**src/rtl/uart_apb_arbiter.sv**
```systemverilog
// Two-master round-robin APB3 arbiter in front of the UART register-map slave.
// One transfer at a time, registered outputs, access timeout.
module uart_apb_arbiter #(
  parameter int APB_ADDR_WIDTH = 32,
  parameter int APB_DATA_WIDTH = 32,
  parameter int TIMEOUT_CYCLES = 16
) (
  input  logic                      i_apb_pclk,
  input  logic                      i_apb_presetn,
  input  logic [APB_ADDR_WIDTH-1:0] i_s0_apb_paddr,
  input  logic [APB_DATA_WIDTH-1:0] i_s0_apb_pwdata,
  input  logic                      i_s0_apb_pwrite,
  input  logic                      i_s0_apb_psel,
  input  logic                      i_s0_apb_penable,
  output logic                      o_s0_apb_pready,
  output logic [APB_DATA_WIDTH-1:0] o_s0_apb_prdata,
  output logic                      o_s0_apb_pslverr,
  input  logic [APB_ADDR_WIDTH-1:0] i_s1_apb_paddr,
  input  logic [APB_DATA_WIDTH-1:0] i_s1_apb_pwdata,
  input  logic                      i_s1_apb_pwrite,
  input  logic                      i_s1_apb_psel,
  input  logic                      i_s1_apb_penable,
  output logic                      o_s1_apb_pready,
  output logic [APB_DATA_WIDTH-1:0] o_s1_apb_prdata,
  output logic                      o_s1_apb_pslverr,
  output logic [APB_ADDR_WIDTH-1:0] o_m_apb_paddr,
  output logic [APB_DATA_WIDTH-1:0] o_m_apb_pwdata,
  output logic                      o_m_apb_pwrite,
  output logic                      o_m_apb_psel,
  output logic                      o_m_apb_penable,
  input  logic                      i_m_apb_pready,
  input  logic [APB_DATA_WIDTH-1:0] i_m_apb_prdata,
  input  logic                      i_m_apb_pslverr,
  output logic                      o_busy,
  output logic                      o_grant
);

  localparam int CW = $clog2(TIMEOUT_CYCLES + 1);
  localparam logic [CW-1:0] CNT_LAST = CW'(TIMEOUT_CYCLES - 1);

  typedef enum logic [1:0] {
    IDLE,
    SETUP,
    ACCESS,
    RESP
  } state_t;

  state_t                    state;
  logic [CW-1:0]             cnt;
  logic                      pick;
  logic                      any_req;
  logic                      done;
  logic                      rsp_err;
  logic [APB_DATA_WIDTH-1:0] rsp_data;

  // Both requesting: the master not served last wins.
  assign any_req = i_s0_apb_psel | i_s1_apb_psel;
  assign pick    = (i_s0_apb_psel & i_s1_apb_psel) ? ~o_grant
                                                   : i_s1_apb_psel;

  // A timed-out access reports an error with zero data.
  assign done     = i_m_apb_pready | (cnt == CNT_LAST);
  assign rsp_err  = i_m_apb_pready ? i_m_apb_pslverr : 1'b1;
  assign rsp_data = (i_m_apb_pready & ~o_m_apb_pwrite)
                  ? i_m_apb_prdata : '0;

  always_ff @(posedge i_apb_pclk or negedge i_apb_presetn) begin
    if (!i_apb_presetn) begin
      state            <= IDLE;
      cnt              <= '0;
      o_grant          <= 1'b1;
      o_busy           <= 1'b0;
      o_m_apb_paddr    <= '0;
      o_m_apb_pwdata   <= '0;
      o_m_apb_pwrite   <= 1'b0;
      o_m_apb_psel     <= 1'b0;
      o_m_apb_penable  <= 1'b0;
      o_s0_apb_pready  <= 1'b0;
      o_s0_apb_prdata  <= '0;
      o_s0_apb_pslverr <= 1'b0;
      o_s1_apb_pready  <= 1'b0;
      o_s1_apb_prdata  <= '0;
      o_s1_apb_pslverr <= 1'b0;
    end else begin
      unique case (state)
        IDLE: begin
          if (any_req) begin
            state           <= SETUP;
            cnt             <= '0;
            o_grant         <= pick;
            o_busy          <= 1'b1;
            o_m_apb_psel    <= 1'b1;
            o_m_apb_penable <= 1'b0;
            o_m_apb_paddr   <= pick ? i_s1_apb_paddr : i_s0_apb_paddr;
            o_m_apb_pwdata  <= pick ? i_s1_apb_pwdata : i_s0_apb_pwdata;
            o_m_apb_pwrite  <= pick ? i_s1_apb_pwrite : i_s0_apb_pwrite;
          end
        end
        SETUP: begin
          state           <= ACCESS;
          o_m_apb_penable <= 1'b1;
        end
        ACCESS: begin
          if (done) begin
            state           <= RESP;
            o_m_apb_psel    <= 1'b0;
            o_m_apb_penable <= 1'b0;
            if (o_grant) begin
              o_s1_apb_pready  <= 1'b1;
              o_s1_apb_prdata  <= rsp_data;
              o_s1_apb_pslverr <= rsp_err;
            end else begin
              o_s0_apb_pready  <= 1'b1;
              o_s0_apb_prdata  <= rsp_data;
              o_s0_apb_pslverr <= rsp_err;
            end
          end else begin
            cnt <= cnt + 1'b1;
          end
        end
        RESP: begin
          state            <= IDLE;
          o_busy           <= 1'b0;
          o_s0_apb_pready  <= 1'b0;
          o_s0_apb_prdata  <= '0;
          o_s0_apb_pslverr <= 1'b0;
          o_s1_apb_pready  <= 1'b0;
          o_s1_apb_prdata  <= '0;
          o_s1_apb_pslverr <= 1'b0;
        end
        default: state <= IDLE;
      endcase
    end
  end

endmodule

```
**config.mk**
```make
export PLATFORM = sky130hd
export DESIGN_NAME = uart_apb_arbiter
export DESIGN_NICKNAME = d
export VERILOG_FILES = /design/src/rtl/uart_apb_arbiter.sv
export SDC_FILE = /design/constraint.sdc
export NUM_CORES = 1
export LEC_CHECK = 0
export CAP_MARGIN = 10
export CORE_ASPECT_RATIO = 1.2
export CORE_MARGIN = 8
export CORE_UTILIZATION = 26
export DETAILED_ROUTE_END_ITERATION = 7
export DONT_BUFFER_PORTS = 1
export PLACE_DENSITY = 0.43
export SYNTH_ARGS = -nofsm -noshare
export SYNTH_HDL_FRONTEND = slang
export SYNTH_SLANG_ARGS = --single-unit
export TNS_END_PERCENT = 5
```
**constraint.sdc**
```tcl
create_clock -name i_apb_pclk -period 2.2 [get_ports i_apb_pclk]
set_clock_uncertainty 0.1 [all_clocks]
set_input_delay 0.44 -clock i_apb_pclk [delete_from_list [all_inputs] [get_ports i_apb_pclk]]
set_output_delay 0.44 -clock i_apb_pclk [all_outputs]
set_load 0.005 [all_outputs]
```
# Word-level counts from Yosys, hierarchy flattened
# Index checks and enable logic that the tools add are counted.
[totals] register_bits=144 in_bits=170 output_inout_bits=137 wordCells=80
[op_classes] addsub=1 n_eq_ne=9 mux=36 n_bitwise=6 reduce_logical=13
[ops] op="32-bit two-way mux" count=7
[ops] op="32-bit case mux with 2 select lines" count=2
[ops] op="3-bit AND reduction" count=5
[ops] op="1-bit two-way mux" count=14
[ops] op="1-bit case mux with 2 select lines" count=6
[ops] op="5-bit two-way mux" count=2
[ops] op="2-bit != test, second input constant" count=5
[ops] op="5-bit case mux with 2 select lines" count=1
[ops] op="2-bit case mux with 4 select lines" count=1
[ops] op="2-bit AND reduction" count=3
[ops] op="2-bit nonzero test" count=3
[ops] op="5-bit by 1-bit adder with 5-bit output, second input constant" count=1
[ops] op="5-bit by 4-bit == test with 1-bit output, second input constant" count=1
[ops] op="2-bit == test, second input constant" count=2
[ops] op="2-bit two-way mux" count=2
[ops] op="1-bit case mux with 3 select lines" count=1
[ops] op="3-bit nonzero test" count=1
[ops] op="1-bit AND" count=2
[ops] op="2-bit by 1-bit == test with 1-bit output, second input constant" count=1
[ops] op="2-bit zero test" count=1
[ops] op="1-bit inverter" count=2
[ops] op="1-bit OR" count=2

# Longest topological paths before layout
[logic_depth] word_depth=6 mapped_depth=7 mapped_depth_nobuf=6

# Worst setup path before layout
# Ideal clock, no wire load.
[synth_timing] kind="reg-to-reg" startpoint="reg cnt[0]" endpoint="reg o_s0_apb_prdata[0]" setup_time_ns=0.065 arrival_ns=1.816 required_ns=2.035 path_slack_ns=0.219 stages_incl_launch_ff=8 path_buffers=1 synth_period_minus_slack_ns=1.981 path_cell_list="dfrtp_1 ha_1 and3_1 ha_1 o21a_1 a21oi_1 buf_2 a22o_1"
[synth_via] elab_chain_len=4
[synth_rtl] item="from (decl)" line_no="49" source="logic [CW-1:0] cnt;"
[synth_rtl] item="from (signal assigned)" line_no="118" source="cnt <= cnt + 1'b1;"
[synth_rtl] item="5-bit by 4-bit == test with 1-bit output" line_no="62" source="assign done = i_m_apb_pready | (cnt == CNT_LAST);"
[synth_rtl] item="1-bit OR" line_no="62"
[synth_rtl] item="2-bit != test (no source line)"
[synth_rtl] item="3-bit AND reduction (no source line)"
[synth_rtl] item="to (signal assigned)" line_no="114" source="o_s0_apb_prdata <= rsp_data;"
[synth_rtl] item="to (decl)" line_no="16" source="output logic [APB_DATA_WIDTH-1:0] o_s0_apb_prdata,"
# No other way between the ends.
# A chain may end at the register's enable or synchronous reset.

# Final worst setup path
[layout_timing] startpoint="reg cnt[1]" endpoint="reg o_m_apb_penable"
[layout_via] elab_chain_len=4
[layout_rtl] item="5-bit by 4-bit == test with 1-bit output" line_no="62"
[layout_rtl] item="1-bit OR" line_no="62"
[layout_rtl] item="2-bit != test (no source line)"
[layout_rtl] item="3-bit AND reduction (no source line)"
[layout_rtl] item="to (signal assigned)" line_no="77" source="o_m_apb_penable <= 1'b0;"
[layout_rtl] item="to (signal assigned)" line_no="93" source="o_m_apb_penable <= 1'b0;"
[layout_rtl] item="to (signal assigned)" line_no="101" source="o_m_apb_penable <= 1'b1;"
[layout_rtl] item="to (decl)" line_no="30" source="output logic o_m_apb_penable,"
# No other way between the ends.

==> results.md <==
- Fin crit period: 2.03 ns
- Gate Count Post-Synth: 524
- Vias in the first global route: 4290
- CP peak stage delay: 0.38 ns
- Die area: 29100 µm²
- Hold WC Path Type: in -> async
- Worst EP required: 2.41 ns
- Slowest stage cell, crit path: dfrtp_1
- Clock Latency Late Sink: 0.42 ns
- HPWL after detailed placement: 13.2 mm
- Final setup fails: 0
- Max frequency: 0.492 GHz
- Routability congestion estimate: 0.802
- I/O pin total: 307
- Finished Cell Area: 7120 µm²
- Dpl cells: 819
- Port Buffers: 0
- Share of cells above drive strength 1: 10.7%
- Cell Area, Synth: 6200 µm²
- Pin count of the biggest net entering global routing: 145
- Final ANT Viol Nets: 0
- Clk pin slew, worst setup/hold paths: 0.07 ns
- Synth cell types: 40
- Clock buffer depth: 2
- DRC: 0
- CTS H-tree lvls: 4
- Mapped Nets: 701
- Startpoint types: register
- Final Max Slew Viols: 0
- Most frequent cells in the layout: dfrtp_1, nand2_1, mux2i_1
- Worst Max-Slew Pin Slew: 0.468 ns
- Initial drt markers: 223
- Tcrit/Tclk final: 92.4%
- Maxcap violations: 0
- Worst setup path category: reg -> reg
- Initial core utilization: 26.2%
- Hold_ws: -0.382 ns
- Die Width: 157 µm
- Initial antenna violation count: 0
- Violated checks: hold timing
- Worst path cell trace: ha_1, and3_1, ha_2, nor2_1, buf_4, a211oi_1, mux2_2
- Synth warnings: 0
- Remaining Overflow, GRT: 0
- Synth Register Bits: 144
- Max-Slew Margin vs Limit: 68.8%
- Crit path capture type: register
- Status: finished with violations
- Number of enable flip-flop cells after synthesis: 0
- Avg Cell Area, Syn: 11.8 µm²
- Diodes inserted: 0
- Setup Fix Bufs, Post-CTS: 0
- Sink Count: 144
- Vias: 4109
- Sequential area share after synthesis: 58.1%
- TritonCTS clock tree: built
- Reg2reg setup slack: 0.17 ns
- Critical Path AT: 2.24 ns
- Floorplan row count: 62
- PwrDens: 1500 nW/µm²
- Routed Wire Length: 17.8 mm
- Synthesis-to-finish area growth: 14.9%
- Static leakage: 3.23 nW
- Ys async rst share: 100%
- Peak supply drop: 581 µV
- TritonRoute pass-1 iters: 4
- Final Core Density: 30.1%
- Most common cell after layout, fill and taps aside: dfrtp_1
- Root buffer cell: clkbuf_16
- CTS Buf Count: 17
- Sum of negative setup slack: 0 ns
- Final hold viol count: 144
- Vias per cell: 4.82
- Total core area: 23700 µm²
- DIE HEIGHT: 185 µm
- RSZ-0062 raised after global routing: false
- Area after DPL: 6540 µm²
- Routed len/inst: 20.9 µm
- Hold Buf Count CTS: 1
- Primary FF master, synth: dfrtp_1
- Fin cells: 852
- Tot GR Track Use: 11.6%
- Crit-path max FO: 11
- Final nets: 696
- First-pass GRT wire length: 25.9 mm
-- final cells by class --
class | instances | area, µm²
Fill cell | 2432 | 16500
Sequential cell | 144 | 3600
Multi-Input combinational cell | 334 | 2320
Clock buffer | 19 | 453
Tap cell | 320 | 400
Timing Repair Buffer | 15 | 203
Clock inverter | 13 | 115
Inverter | 7 | 26.3
-- worst max-delay path: cells and delay by family (launching register included) --
kind	cells	cell delay [ns]
adders and majority gates	2	0.42
DFF	1	0.38
muxes	1	0.36
AOI/OAI and AO/OA	1	0.26
and+or+nand+nor	2	0.23
buffers and inverters	1	0.17
-- cells in the mapped netlist (2+ instances only) --
cell | count | area [µm²]
a21o_1 | 2 | 15.0
a21oi_1 | 9 | 45.0
a22o_1 | 62 | 543
and3_1 | 3 | 18.8
buf_2 | 18 | 90.1
buf_4 | 4 | 30.0
buf_6 | 4 | 45.0
buf_8 | 5 | 75.1
clkbuf_1 | 3 | 11.3
clkbuf_2 | 3 | 15.0
dfrtp_1 | 143 | 3580
ha_1 | 7 | 87.6
inv_1 | 7 | 26.3
mux2_2 | 2 | 22.5
mux2i_1 | 65 | 651
nand2_1 | 73 | 274
nand3_1 | 2 | 10.0
nand4b_1 | 2 | 17.5
nor2_1 | 5 | 18.8
nor3b_2 | 2 | 25.0
o211ai_1 | 7 | 52.6
o21a_1 | 2 | 15.0
o21ai_0 | 28 | 140
o21ai_1 | 50 | 250
-- state kept, by name (all words and copies together), names as in the netlist, 2 cells and up --
signal	cells
cnt	5
o_s1_apb_prdata	32
state	2
o_m_apb_pwdata	32
o_s0_apb_prdata	32
o_m_apb_paddr	32
-- worst paths after layout --
path,depth (start not counted),to,startpoint
worst max-delay path,7,o_m_apb_penable$_DFFE_PN0P_,cnt[1]$_DFFE_PN0P_
worst min-delay path,0,o_s0_apb_prdata[20]$_DFFE_PN0P_,i_apb_presetn
worst max register to register,7,o_m_apb_penable$_DFFE_PN0P_,cnt[1]$_DFFE_PN0P_
worst min register to register,2,o_m_apb_pwdata[1]$_DFFE_PN0P_,o_m_apb_pwdata[1]$_DFFE_PN0P_
max in group asynchronous,0,o_m_apb_paddr[28]$_DFFE_PN0P_,i_apb_presetn
min in group i_apb_pclk,1,o_s1_apb_prdata[26]$_DFFE_PN0P_,i_m_apb_prdata[26]
-- power breakdown --
| group | internal, mW | switching, mW |
|---|---|---|
| clock | 1.55 | 1.24 |
| combinational | 1.29 | 1.50 |
| sequential | 3.90 | 1.22 |
-- timing repair --
action / in CTS / in global routing
endpoints found under the setup margin: 0 / 1
gates resized for setup: 0 / 1
endpoints found under the hold margin: 145 / 144
-- stage by stage --
stage / setup WS (ns) / power [mW]
finish: 0.168 / 10.7
global route: 0.0233 / 11.5
CTS: 0.110 / 10.9
detailed placement: 0.137 / 8.05
global placement: 0.142 / 7.96
floorplan: 0.219 / 6.95
-- metal layers --
metal	vias up	GRT usage [%]	share of wire, %	wire length, µm
met5	-	0	0	0
met4	0	3.74	0.87	155
met3	8	4.97	11	1900
met2	194	18.3	50	8820
met1	2030	13.9	39	6920
li1	1877	-	-	-
-- kinds of logic after synthesis --
| family | count (synthesis) | synth area share (%) |
|---|---|---|
| AOI/OAI and AO/OA | 167 | 18.1 |
| adders and majority gates | 7 | 1.41 |
| buffers and inverters | 46 | 4.90 |
| DFF | 144 | 58.1 |
| muxes | 67 | 10.9 |
| and+or+nand+nor | 93 | 6.58 |
Note: power is estimated with default switching activity, not from simulation.
